===== src/rtl/quadrature_input.sv =====
// Rotary-encoder front end: synchronises and debounces A/B and the push switch, then turns
// Gray-code steps into one-cycle up/down pulses per detent and a one-cycle button pulse.
module quadrature_input #(
    parameter int unsigned DEBOUNCE_CYCLES        = 2500,
    parameter int unsigned SWITCH_DEBOUNCE_CYCLES = 250000,
    parameter int unsigned STEPS_PER_DETENT       = 4
) (
    input  logic CLOCK_25,
    input  logic RESET_N,
    input  logic in_a,
    input  logic in_b,
    input  logic switch,
    output logic up,
    output logic down,
    output logic button
);

    localparam int unsigned AbCntW = (DEBOUNCE_CYCLES > 1) ? $clog2(DEBOUNCE_CYCLES) : 1;
    localparam int unsigned SwCntW =
        (SWITCH_DEBOUNCE_CYCLES > 1) ? $clog2(SWITCH_DEBOUNCE_CYCLES) : 1;
    localparam int unsigned AccW   = $clog2(STEPS_PER_DETENT) + 2;

    localparam logic [AbCntW-1:0]      AbCntMax = AbCntW'(DEBOUNCE_CYCLES - 1);
    localparam logic [SwCntW-1:0]      SwCntMax = SwCntW'(SWITCH_DEBOUNCE_CYCLES - 1);
    localparam logic signed [AccW-1:0] AccPos   = AccW'(STEPS_PER_DETENT);
    localparam logic signed [AccW-1:0] AccNeg   = -AccPos;

    // Bit order everywhere: {a, b, switch}
    logic [2:0] sync1_q, sync2_q;

    logic [1:0]             ab_db_q, ab_db_d;
    logic [1:0][AbCntW-1:0] ab_cnt_q, ab_cnt_d;
    logic [1:0]             ab_sync;

    logic              sw_db_q, sw_db_d;
    logic [SwCntW-1:0] sw_cnt_q, sw_cnt_d;
    logic              sw_prev_q;

    logic [1:0]            ab_prev_q;
    logic signed [AccW-1:0] acc_q, acc_d, acc_sum;
    logic                  step_cw, step_ccw;

    logic up_q, up_d;
    logic down_q, down_d;
    logic button_q, button_d;

    assign ab_sync = sync2_q[2:1];

    always_ff @(posedge CLOCK_25 or negedge RESET_N) begin
        if (!RESET_N) begin
            sync1_q <= '1;
            sync2_q <= '1;
        end else begin
            sync1_q <= {in_a, in_b, switch};
            sync2_q <= sync1_q;
        end
    end

    // Counter runs only while the synced level disagrees with the accepted level.
    always_comb begin
        ab_db_d  = ab_db_q;
        ab_cnt_d = ab_cnt_q;
        for (int i = 0; i < 2; i++) begin
            if (ab_sync[i] == ab_db_q[i]) begin
                ab_cnt_d[i] = '0;
            end else if (ab_cnt_q[i] == AbCntMax) begin
                ab_db_d[i]  = ab_sync[i];
                ab_cnt_d[i] = '0;
            end else begin
                ab_cnt_d[i] = ab_cnt_q[i] + 1'b1;
            end
        end
    end

    always_comb begin
        sw_db_d  = sw_db_q;
        sw_cnt_d = sw_cnt_q;
        if (sync2_q[0] == sw_db_q) begin
            sw_cnt_d = '0;
        end else if (sw_cnt_q == SwCntMax) begin
            sw_db_d  = sync2_q[0];
            sw_cnt_d = '0;
        end else begin
            sw_cnt_d = sw_cnt_q + 1'b1;
        end
    end

    always_comb begin
        step_cw  = 1'b0;
        step_ccw = 1'b0;
        case ({ab_prev_q, ab_db_q})
            4'b11_01, 4'b01_00, 4'b00_10, 4'b10_11: step_cw  = 1'b1;
            4'b11_10, 4'b10_00, 4'b00_01, 4'b01_11: step_ccw = 1'b1;
            default: ;
        endcase
    end

    // Landing on the rest state without a full detent realigns the count to zero.
    always_comb begin
        if (step_cw) begin
            acc_sum = acc_q + AccW'(1);
        end else if (step_ccw) begin
            acc_sum = acc_q - AccW'(1);
        end else begin
            acc_sum = acc_q;
        end
        acc_d  = acc_q;
        up_d   = 1'b0;
        down_d = 1'b0;
        if (step_cw || step_ccw) begin
            if (acc_sum == AccPos) begin
                up_d  = 1'b1;
                acc_d = '0;
            end else if (acc_sum == AccNeg) begin
                down_d = 1'b1;
                acc_d  = '0;
            end else if (ab_db_q == 2'b11) begin
                acc_d = '0;
            end else begin
                acc_d = acc_sum;
            end
        end
        button_d = sw_prev_q & ~sw_db_q;
    end

    always_ff @(posedge CLOCK_25 or negedge RESET_N) begin
        if (!RESET_N) begin
            ab_db_q   <= 2'b11;
            ab_cnt_q  <= '0;
            sw_db_q   <= 1'b1;
            sw_cnt_q  <= '0;
            sw_prev_q <= 1'b1;
            ab_prev_q <= 2'b11;
            acc_q     <= '0;
            up_q      <= 1'b0;
            down_q    <= 1'b0;
            button_q  <= 1'b0;
        end else begin
            ab_db_q   <= ab_db_d;
            ab_cnt_q  <= ab_cnt_d;
            sw_db_q   <= sw_db_d;
            sw_cnt_q  <= sw_cnt_d;
            sw_prev_q <= sw_db_q;
            ab_prev_q <= ab_db_q;
            acc_q     <= acc_d;
            up_q      <= up_d;
            down_q    <= down_d;
            button_q  <= button_d;
        end
    end

    assign up     = up_q;
    assign down   = down_q;
    assign button = button_q;

endmodule


===== config.mk =====
export PLATFORM = sky130hd
export DESIGN_NAME = quadrature_input
export DESIGN_NICKNAME = d
export VERILOG_FILES = /design/src/rtl/quadrature_input.sv
export SDC_FILE = /design/constraint.sdc
export NUM_CORES = 1
export LEC_CHECK = 0
export BUFFER_PORTS_ARGS = -buffer_cell sky130_fd_sc_hd__buf_2
export CORE_MARGIN = 1
export CORE_UTILIZATION = 35
export CTS_CLUSTER_DIAMETER = 80
export DETAILED_ROUTE_END_ITERATION = 16
export PLACE_DENSITY = 0.61
export SLEW_MARGIN = 20
export SYNTH_ARGS = -nofsm -noshare
export SYNTH_HDL_FRONTEND = slang
export SYNTH_SLANG_ARGS = --single-unit

===== constraint.sdc =====
create_clock -name CLOCK_25 -period 2.4 [get_ports CLOCK_25]
set_input_delay 0.24 -clock CLOCK_25 [delete_from_list [all_inputs] [get_ports CLOCK_25]]
set_output_delay 0.24 -clock CLOCK_25 [all_outputs]
set_load 0.02 [all_outputs]

Yosys cells after proc, flatten, opt, wreduce, memory -nomap -nowiden
Index checks and enable logic that the tools add are counted.
{"block": "op_classes", "n_addsub": 5, "n_mul": 0, "n_div": 0, "order_cmp": 0, "eq_ne": 17, "n_shift": 0, "muxes": 18, "n_bitwise": 5, "n_reduce_logical": 6}
{"op": "$mux W12", "count": 4}
{"op": "$mux W18", "count": 2}
{"op": "$add A12 B1 Y12 const B", "count": 2}
{"op": "$eq A12 B12 Y1 const B", "count": 2}
{"op": "$eq A4 B4 Y1 const B", "count": 5}
{"op": "$mux W4", "count": 5}
{"op": "$add A18 B1 Y18 const B", "count": 1}
{"op": "$eq A18 B18 Y1 const B", "count": 1}
{"op": "$eq A4 B3 Y1 const B", "count": 3}
{"op": "$reduce_or A4 Y1", "count": 2}
{"op": "$mux W1", "count": 7}
{"op": "$reduce_and A2 Y1", "count": 3}
{"op": "$add A4 B2 Y4 const B", "count": 1}
{"op": "$eq A4 B1 Y1 const B", "count": 1}
{"op": "$eq A4 B2 Y1 const B", "count": 1}
{"op": "$not A1 Y1", "count": 4}
{"op": "$sub A4 B2 Y4 const B", "count": 1}
{"op": "$eq A1 B1 Y1", "count": 3}
{"op": "$eq A2 B2 Y1 const B", "count": 1}
{"op": "$and A1 B1 Y1", "count": 1}
{"op": "$logic_or A1 B1 Y1", "count": 1}
{"block": "word_totals", "ff_bits": 61, "latchBits": 0, "ram_bits": 0, "mem_bits_ro": 0, "input_bits": 5, "output_inout_bits": 3, "word_cells": 65, "mem_count": 0}

Logic depth before layout (Yosys ltp)
Gate-level depths: netlist (run 1).
{"block": "logic_depth", "depth_word": 9, "depth_mapped": 8, "depth_no_buf": 7}

Worst setup path after synthesis (run 1)
OpenSTA, ideal clock, no wires.
{"block": "synth_path", "path_kind": "register -> register", "startpoint": "register acc_q[0]", "endpoint": "register up_q (netlist: up)", "setup_ns": 0.073, "arrival_ns": 1.848, "required_ns": 2.327, "setup_slack_ns": 0.479, "stages_incl_launch_ff": 8, "n_path_buf": 1, "synth_period_minus_slack_ns": 1.921, "path_cell_list": "dfrtp_1 > clkbuf_1 > inv_1 > ha_1 > inv_1 > mux2_2 > a211oi_1 > nor2b_1"}
{"block": "synth_via", "elab_chain_len": 6, "elab_cells_between_ends": 7, "cone_classes": "add/sub (2); eq/ne (1); mux (4)"}
{"item": "start: declaration", "line": "40", "rtl": "logic signed [AccW-1:0] acc_q, acc_d, acc_sum;"}
{"item": "start signal: assignment", "line": "134", "rtl": "acc_q <= '0;"}
{"item": "start signal: assignment", "line": "145", "rtl": "acc_q <= acc_d;"}
{"item": "$sub A4 B2 Y4", "line": "103", "rtl": "acc_sum = acc_q - AccW'(1);"}
{"item": "$mux W4", "line": "102", "rtl": "end else if (step_ccw) begin"}
{"item": "$mux W4 *", "line": "100", "rtl": "if (step_cw) begin"}
{"item": "$eq A4 B4 Y1 *", "line": "111", "rtl": "if (acc_sum == AccPos) begin"}
{"item": "$mux W1 *", "line": "111"}
{"item": "$mux W1 *", "line": "110", "rtl": "if (step_cw || step_ccw) begin"}
{"item": "named net up_d", "line": "43", "rtl": "logic up_q, up_d;"}
{"item": "end signal: assignment", "line": "146", "rtl": "up_q <= up_d;"}
{"item": "end: declaration", "line": "43"}
The timed path passes the listed nets; every way through them passes the cells marked *.
A chain may end at the register's enable or synchronous reset.

Final worst setup path (run 1)
Ends and elaborated chain as after synthesis.

==> out/summary.log, run 1 <==
INFO  run_status     outcome=finished, final reports clean
INFO  global_routing maximum_number_of_pins_on_one_net_before_global_route_repair=28
INFO  pwr            cellLeakagePower=0.00142µW
INFO  cts            cts_hold_buffers=4
INFO  layout         final_common_cell=nor2_1
INFO  floorplan      die_width=93.6µm
INFO  placement      dp.final_hpwl=3.25mm
INFO  logic_synthesis synth_warnings=0
INFO  logic_synthesis yosysUniqueCellTypes=40
INFO  cts            clockBufferDepth=2
INFO  layout         layout-drive-gt1-share=0.152
INFO  logic_synthesis synth_area_per_cell=10.2µm²
INFO  layout         seq_area=1540µm²
INFO  sta            rsz0062_at_grt=false
INFO  global_routing grt_pass1_wl=8.69mm
INFO  logic_synthesis ys.flop_type=dfrtp_1
INFO  cts            worst_setup_hold_path_clk_slew=0.07ns
INFO  logic_synthesis ys_seq_elements=61
INFO  floorplan      design.die.area=8760µm²
INFO  routing        detail_route.iter0.violations=43
INFO  setup_path     data_required_time_of_the_critical_path=2.66ns
INFO  sta            timing.fmax=497MHz
INFO  cts            tritoncts.num_buffers=9
INFO  pwr            comb_power_share=0.033
INFO  floorplan      floorplan.initialDensity=0.359
INFO  sta            timing.setup.tns=0ns
INFO  routing        totalWireLength=4.74mm
INFO  sta            tightestPinTransition=0.600ns
INFO  layout         num-nets-final=314
INFO  setup_path     path_max_fanout=8
INFO  routing        average_detailed_routed_wire_length_per_instance=11.4µm
INFO  layout         antennaDiodeCount=0
INFO  layout         multi_input_area=1330µm²
INFO  logic_synthesis synth_fp_nets=298
INFO  global_routing global_route.overflow_total=0
INFO  pwr            power.switching=476µW
INFO  worst_hold_path whs_path_depth=0
INFO  sta            finalSetupViolations=0
INFO  pwr            part_of_the_total_power_dissipated_in_sequential_elements=0.553
INFO  sta            final_min_period_over_clock_period=0.838
INFO  floorplan      std_cell_rows=33
INFO  sta            finalClockSkew=0.0123ns
INFO  pwr            switching_share=0.247
INFO  cts            cts-resized-gates=0
INFO  layout         fillCellCount=797
INFO  floorplan      floorplan.io_pins=8
INFO  routing        antenna_violating_nets_left=0
INFO  setup_path     end_kind=flop
INFO  routing        viasPerCell=4.78
INFO  global_routing vias_in_the_first_global_route=2000
INFO  worst_hold_path worstHoldPathType=reg -> reg
INFO  setup_path     setup.worst_path.start_class=flop
INFO  cts            clockRootBuffer=clkbuf_8
INFO  layout         area.growth.synth_to_final=12.3%
INFO  global_routing antenna_found_initial=0
INFO  floorplan      die_height=93.6µm
INFO  sta            min_period=2.01ns
INFO  global_routing grt_util_all_layers=0.128
INFO  sta            finalHoldViolations=0
INFO  sta            hold-worst-slack=0.359ns
INFO  cts            cts_tree=done
INFO  logic_synthesis number_of_standard_cells_after_synthesis=288
INFO  cts            post_cts.repair.setup_buffers=0
INFO  pwr            pwr-share-clk=0.413
INFO  routing        vias=1978
INFO  setup_path     arrival=2.27ns
INFO  placement      place_congestion=0.858
INFO  routing        drt_drc_violations_left=0
INFO  sta            max_slew_violation_count=0
INFO  sta            timing.slew.headroom=0.600
INFO  logic_synthesis postSynth.asyncResetShare=1.00
INFO  logic_synthesis synth_sequential_area_ratio=0.525
INFO  cts            clock_insertion_delay_worst_skew=0.34ns
INFO  floorplan      core_area=8180µm²
INFO  cts            clkSinkCount=61
INFO  routing        detailedRoute.firstPassIterationCount=4
INFO  placement      place.port_buffers=7
INFO  pwr            cellInternalPower=1450µW
INFO  layout         mostFrequentLayoutCells=nor2_1, dfrtp_1, xor2_1
INFO  cts            cts_htree_levels=3
INFO  logic_synthesis synth_enable_flop_cells=0
INFO  setup_path     setup.worst_path.class=reg -> reg
INFO  pwr            pwr_density_cell=584nW/µm²
INFO  logic_synthesis netlist_area=2940µm²
INFO  setup_path     worst_r2r_path_depth=6
INFO  job            max_capacitance_violation_total=0
INFO  pwr            vdd_ir_drop_max=0.386mV
area by class of cell:
cell class              instances  share of cell area
well taps                     105              0.0398
clock buffers                   9              0.0376
flip-flops and latches         61               0.468
inverters                       5             0.00569
clock inverters                 7              0.0156
multi-input cells             213               0.404
repair buffers                 14              0.0296
final timing paths:
check,start,to,slack (ns)
max,acc_q[0],up,0.39
min,sync1_q[0],sync2_q[0],0.36
max reg2reg,acc_q[0],up,0.39
min reg2reg,sync1_q[0],sync2_q[0],0.36
max in group asynchronous,RESET_N,ab_db_q[0],1.20
min in group asynchronous,RESET_N,ab_cnt_q[16],0.44
logic make-up after synthesis:
group / synth area share
DFF: 0.525
muxes: 0.0226
and+or+nand+nor: 0.231
AOI/OAI and AO/OA: 0.0418
adders and majority gates: 0.0213
xor gates and xnor gates: 0.137
buffers and inverters: 0.0209
synth_stat cells (3+ instances only):
cell | count | area, µm²
ha_1 | 5 | 62.6
a31oi_1 | 3 | 18.8
and3_1 | 9 | 56.3
nand2_1 | 16 | 60.1
clkbuf_1 | 5 | 18.8
o21ai_0 | 4 | 20.0
xnor2_1 | 16 | 140
mux2_2 | 5 | 56.3
nand4_1 | 11 | 68.8
xor2_1 | 28 | 245
nor3_1 | 5 | 25.0
dfrtp_1 | 49 | 1230
nor2_1 | 52 | 195
a21oi_1 | 6 | 30.0
dfstp_2 | 12 | 315
inv_1 | 5 | 18.8
nor4_1 | 3 | 18.8
nor2b_1 | 8 | 50.1
nand3_1 | 21 | 105
routing by layer:
layer	global-route usage	share of wire	vias up
li1	-	-	1008
met1	0.155	0.49	939
met2	0.203	0.46	21
met3	0.0439	0.030	10
met4	0.0628	0.022	0
met5	0	0	-
power by group through the flow:
stage	clock [µW]	combinational (µW)	sequential, µW
after floorplan	0	29.7	1080
after CTS	834	67.4	1070
after global routing	877	76.6	1070
after global placement	0	61.5	1080
after detailed placement	0	62.6	1080
final	795	64.3	1070
flip-flops by register name, summed over array words and instances (netlist names):
name,count
down,1
ab_db_q,2
sync2_q,3
ab_prev_q,2
button,1
acc_q,4
sw_cnt_q,18
ab_cnt_q,24
sw_db_q,1
sync1_q,3
sw_prev_q,1
up,1
metrics by stage:
stage          setup WS [ns]  instances   util  power (µW)  cell area (µm²)
2_1_floorplan          0.479        288      -        1110             2940
3_3_place_gp           0.424        394  0.377        1150             3080
3_5_place_dp           0.384        394  0.377        1150             3080
4_1_cts                0.378        414  0.403        1970             3300
5_1_grt                0.216        414  0.403        2020             3300
6_report               0.388        414  0.403        1930             3300
worst max-delay path, stage by stage (launching register included):
cell      delay (ns)
dfrtp_1         0.48
inv_1           0.13
ha_1            0.36
inv_1           0.14
mux2_2          0.35
a211oi_1        0.31
nor2b_1         0.17
Note: power is estimated with default switching activity, not from simulation.
==> run 2: changes to the inputs <==
--- a/config.mk
+++ b/config.mk
@@ -5,6 +5,7 @@
 export SDC_FILE = /design/constraint.sdc
 export NUM_CORES = 1
 export LEC_CHECK = 0
+export ABC_AREA = 1
 export BUFFER_PORTS_ARGS = -buffer_cell sky130_fd_sc_hd__buf_2
 export CORE_MARGIN = 1
 export CORE_UTILIZATION = 35
==> constraint.sdc (replaced) <==
create_clock -name CLOCK_25 -period 1.9 [get_ports CLOCK_25]
set_input_delay 0.19 -clock CLOCK_25 [delete_from_list [all_inputs] [get_ports CLOCK_25]]
set_output_delay 0.19 -clock CLOCK_25 [all_outputs]
set_load 0.02 [all_outputs]
==> run 2 against run 1 <==
Total power grew 32%; cell area grew 5.3%; die area grew 4.7%; critical path type unchanged; largest cell class unchanged; highest routed layer unchanged; clock power grew 40%; sequential share of layout area shrank 2.3 points; hold slack lost 0.0030 ns; flip-flop and latch count is the same; first-iteration DRC count grew 88%; final cell count grew 20%; fmax grew 27%; sequential power grew 25%; via count grew 17%.
==> out/summary.log, run 2 <==
INFO  run_status     outcome=finished, final reports clean
INFO  setup_path     cp_cell_sequence=ha_1 -> nand2_2 -> nor2_4 -> nand3_1 -> o21ai_2 -> nor2_1
INFO  cts            cts_htree_levels=3
INFO  worst_hold_path hold-path-endpoint=sync2_q[2]
INFO  placement      place.port_buffers=7
INFO  logic_synthesis synth_compound_gate_area_share=0.0411
INFO  floorplan      die_height=95.7µm
INFO  setup_path     arrival=1.79ns
INFO  logic_synthesis synth_fp_nets=376
INFO  setup_path     critical-path-slowest-cell=dfrtp_1
INFO  routing        totalWireLength=5.50mm
INFO  logic_synthesis yosys.area_share.xor_xnor=0.0627
INFO  layout         antennaDiodeCount=0
INFO  setup_path     regToRegEndpoint=sw_cnt_q[12]
INFO  setup_path     setup.worst_path.class=reg -> reg
INFO  setup_path     worst_r2r_path_depth=6
INFO  global_routing grt_pass1_wl=9.49mm
INFO  routing        viasPerCell=4.68
INFO  logic_synthesis synth_sequential_area_ratio=0.501
INFO  pwr            pwr_density_cell=731nW/µm²
INFO  setup_path     worst_path_dominant_cell_family=simple AND/OR/NAND/NOR gates
INFO  logic_synthesis ys_seq_elements=61
INFO  logic_synthesis yosys.area_share.adder=0.0203
INFO  sta            timing.setup.tns=0ns
INFO  sta            finalHoldViolations=0
INFO  routing        detail_route.iter0.violations=81
INFO  placement      dpl_cell_area=3250µm²
INFO  setup_path     ff2ff_setup_slack=0.32ns
INFO  pwr            vdd_ir_drop_max=0.333mV
INFO  logic_synthesis library_cell_with_the_largest_summed_area_after_synthesis=dfrtp_1
INFO  global_routing global_route.overflow_total=0
INFO  floorplan      std_cell_rows=33
INFO  layout         largestRegisters=ab_cnt_q (24), sw_cnt_q (18), acc_q (4)
INFO  sta            rsz0062_at_grt=false
INFO  setup_path     setup.worst_path.start_class=flop
INFO  setup_path     end_kind=flop
INFO  cts            post_cts.repair.setup_buffers=0
INFO  logic_synthesis synth_area_per_cell=8.40µm²
INFO  worst_hold_path worstHoldStart=sync1_q[2]
INFO  sta            timing.slew.headroom=0.720
INFO  cts            tritoncts.num_buffers=9
INFO  routing        drt_drc_violations_left=0
INFO  cts            clkSinkCount=61
INFO  routing        vias=2321
INFO  logic_synthesis number_of_standard_cells_after_synthesis=366
INFO  layout         largest_reg_flops=24
INFO  logic_synthesis synth_enable_flop_cells=0
INFO  global_routing antenna_found_initial=0
INFO  pwr            cellLeakagePower=0.00156µW
INFO  routing        detailedRoute.firstPassIterationCount=4
INFO  placement      place_congestion=0.857
INFO  logic_synthesis synth.mux.area_fraction=0
INFO  floorplan      core_area=8340µm²
INFO  floorplan      floorplan.initialDensity=0.369
INFO  cts            clockBufferDepth=2
INFO  logic_synthesis netlist_top_cells_area=dfrtp_1, dfstp_2, nand2_1
INFO  cts            clock_insertion_delay_worst_skew=0.35ns
INFO  logic_synthesis synth.most_common_cell=nand2_1
INFO  layout         post_route_cell_area=3470µm²
INFO  sta            timing.fmax=632MHz
INFO  layout         final_common_cell=nand2_1
INFO  setup_path     cp_slowest_stage_delay=0.42ns
INFO  cts            cts_tree=done
INFO  global_routing grt_util_all_layers=0.137
INFO  setup_path     critical_path_buf_inv_count=0
INFO  sta            min_period=1.58ns
INFO  global_routing vias_in_the_first_global_route=2157
INFO  floorplan      die_width=95.7µm
INFO  sta            max_slew_violation_count=0
INFO  logic_synthesis postSynth.asyncResetShare=1.00
INFO  layout         mostFrequentLayoutCells=nand2_1, nor2_1, dfrtp_1
INFO  routing        average_detailed_routed_wire_length_per_instance=11.1µm
INFO  placement      dp.final_hpwl=3.89mm
INFO  logic_synthesis synth.top_cells.by_count=nand2_1, nor2_1, dfrtp_1
INFO  logic_synthesis largest_family_of_logic_cells_by_synthesized_area=simple AND/OR/NAND/NOR gates
INFO  logic_synthesis ys.flop_type=dfrtp_1
INFO  sta            tightestPinTransition=0.420ns
INFO  logic_synthesis synthDominantCellAreaShare=0.399
INFO  layout         fillCellCount=843
INFO  sta            final_min_period_over_clock_period=0.833
INFO  layout         layout-drive-gt1-share=0.141
INFO  logic_synthesis synth-simple-area-share=0.316
INFO  layout         area.growth.synth_to_final=12.9%
INFO  layout         largest_register=ab_cnt_q
INFO  job            max_capacitance_violation_total=0
INFO  worst_hold_path whs_path_depth=0
INFO  setup_path     path_max_fanout=8
INFO  sta            finalSetupViolations=0
INFO  logic_synthesis yosysUniqueCellTypes=32
INFO  cts            cts-resized-gates=0
INFO  floorplan      floorplan.io_pins=8
INFO  floorplan      design.die.area=9170µm²
INFO  cts            clockRootBuffer=clkbuf_8
INFO  global_routing maximum_number_of_pins_on_one_net_before_global_route_repair=62
INFO  logic_synthesis netlist_area=3080µm²
INFO  worst_hold_path worstHoldPathType=reg -> reg
INFO  setup_path     data_required_time_of_the_critical_path=2.11ns
INFO  cts            worst_setup_hold_path_clk_slew=0.07ns
INFO  logic_synthesis synth_warnings=0
INFO  sta            finalClockSkew=0.0129ns
INFO  setup_path     reg2reg_from=sw_cnt_q[0]
INFO  layout         num-nets-final=396
INFO  routing        antenna_violating_nets_left=0
-- run 2: changes by cell type in the layout (fill, tap and decap cells not counted), moves of 6 or more --
| cell | change |
|---|---|
| nand2_1 | +59 |
| nor3_1 | +11 |
| inv_1 | +36 |
| xnor2_1 | -14 |
| nand2_2 | +7 |
| xor2_1 | -8 |
| nand3_1 | +6 |
| and3_1 | -7 |
| nor2b_1 | -8 |
-- run 2: layout make-up --
cell class | count | area [µm²] | share of cell area
clock buffer | 12 | 135 | 0.0389
timing repair buffer | 12 | 95.1 | 0.0274
clock inverter | 4 | 48.8 | 0.0141
multi-input combinational | 258 | 1350 | 0.390
sequential | 61 | 1540 | 0.444
inverter | 44 | 165 | 0.0476
tap | 105 | 131 | 0.0379
-- run 2: metrics by stage --
step	hold slack [ns]	std cells	setup slack, ns	utilization	power, µW
after global routing	0.360	496	0.206	0.416	2660
after floorplan	-0.106	366	0.517	-	1400
after CTS	0.357	496	0.337	0.416	2590
after global placement	0.221	476	0.393	0.389	1450
final	0.356	496	0.318	0.416	2540
after detailed placement	0.224	476	0.349	0.389	1450
-- run 2: power by group --
group | total, µW | internal [µW] | leakage [µW] | switching, µW
sequential | 1340 | 1330 | 0.000802 | 17.2
clock | 1110 | 605 | 0.0000943 | 501
combinational | 87.6 | 29.5 | 0.000659 | 58.1
-- run 2: cells by family after synthesis --
kind of cell / Yosys count
AOI/OAI and AO/OA: 21
buffers and inverters: 47
adders and majority gates: 5
and+or+nand+nor: 210
DFF: 61
xor gates and xnor gates: 22
-- run 2: how the worst max path moves through the flow --
stage                      from           end  slack (ns)  cells after the start
floorplan           sw_cnt_q[0]  sw_cnt_q[10]        0.52                      8
global placement    sw_cnt_q[0]  sw_cnt_q[15]        0.39                      6
detailed placement  sw_cnt_q[0]  sw_cnt_q[15]        0.35                      6
CTS                 sw_cnt_q[0]  sw_cnt_q[15]        0.34                      6
global route        sw_cnt_q[0]  sw_cnt_q[15]        0.21                      6
finish              sw_cnt_q[0]  sw_cnt_q[12]        0.32                      6
-- run 2: layer usage --
| metal | up-vias | wire length (µm) | track usage |
|---|---|---|---|
| li1 | 1215 | - | - |
| met1 | 1061 | 2720 | 0.168 |
| met2 | 35 | 2460 | 0.218 |
| met3 | 10 | 204 | 0.0450 |
| met4 | 0 | 116 | 0.0672 |
| met5 | - | 0 | 0 |
-- run 2: timing repair --
item                                    4_1_cts  5_1_grt
endpoints found under the hold margin        52        0
endpoints found under the setup margin        0        0
hold buffers                                  4        0
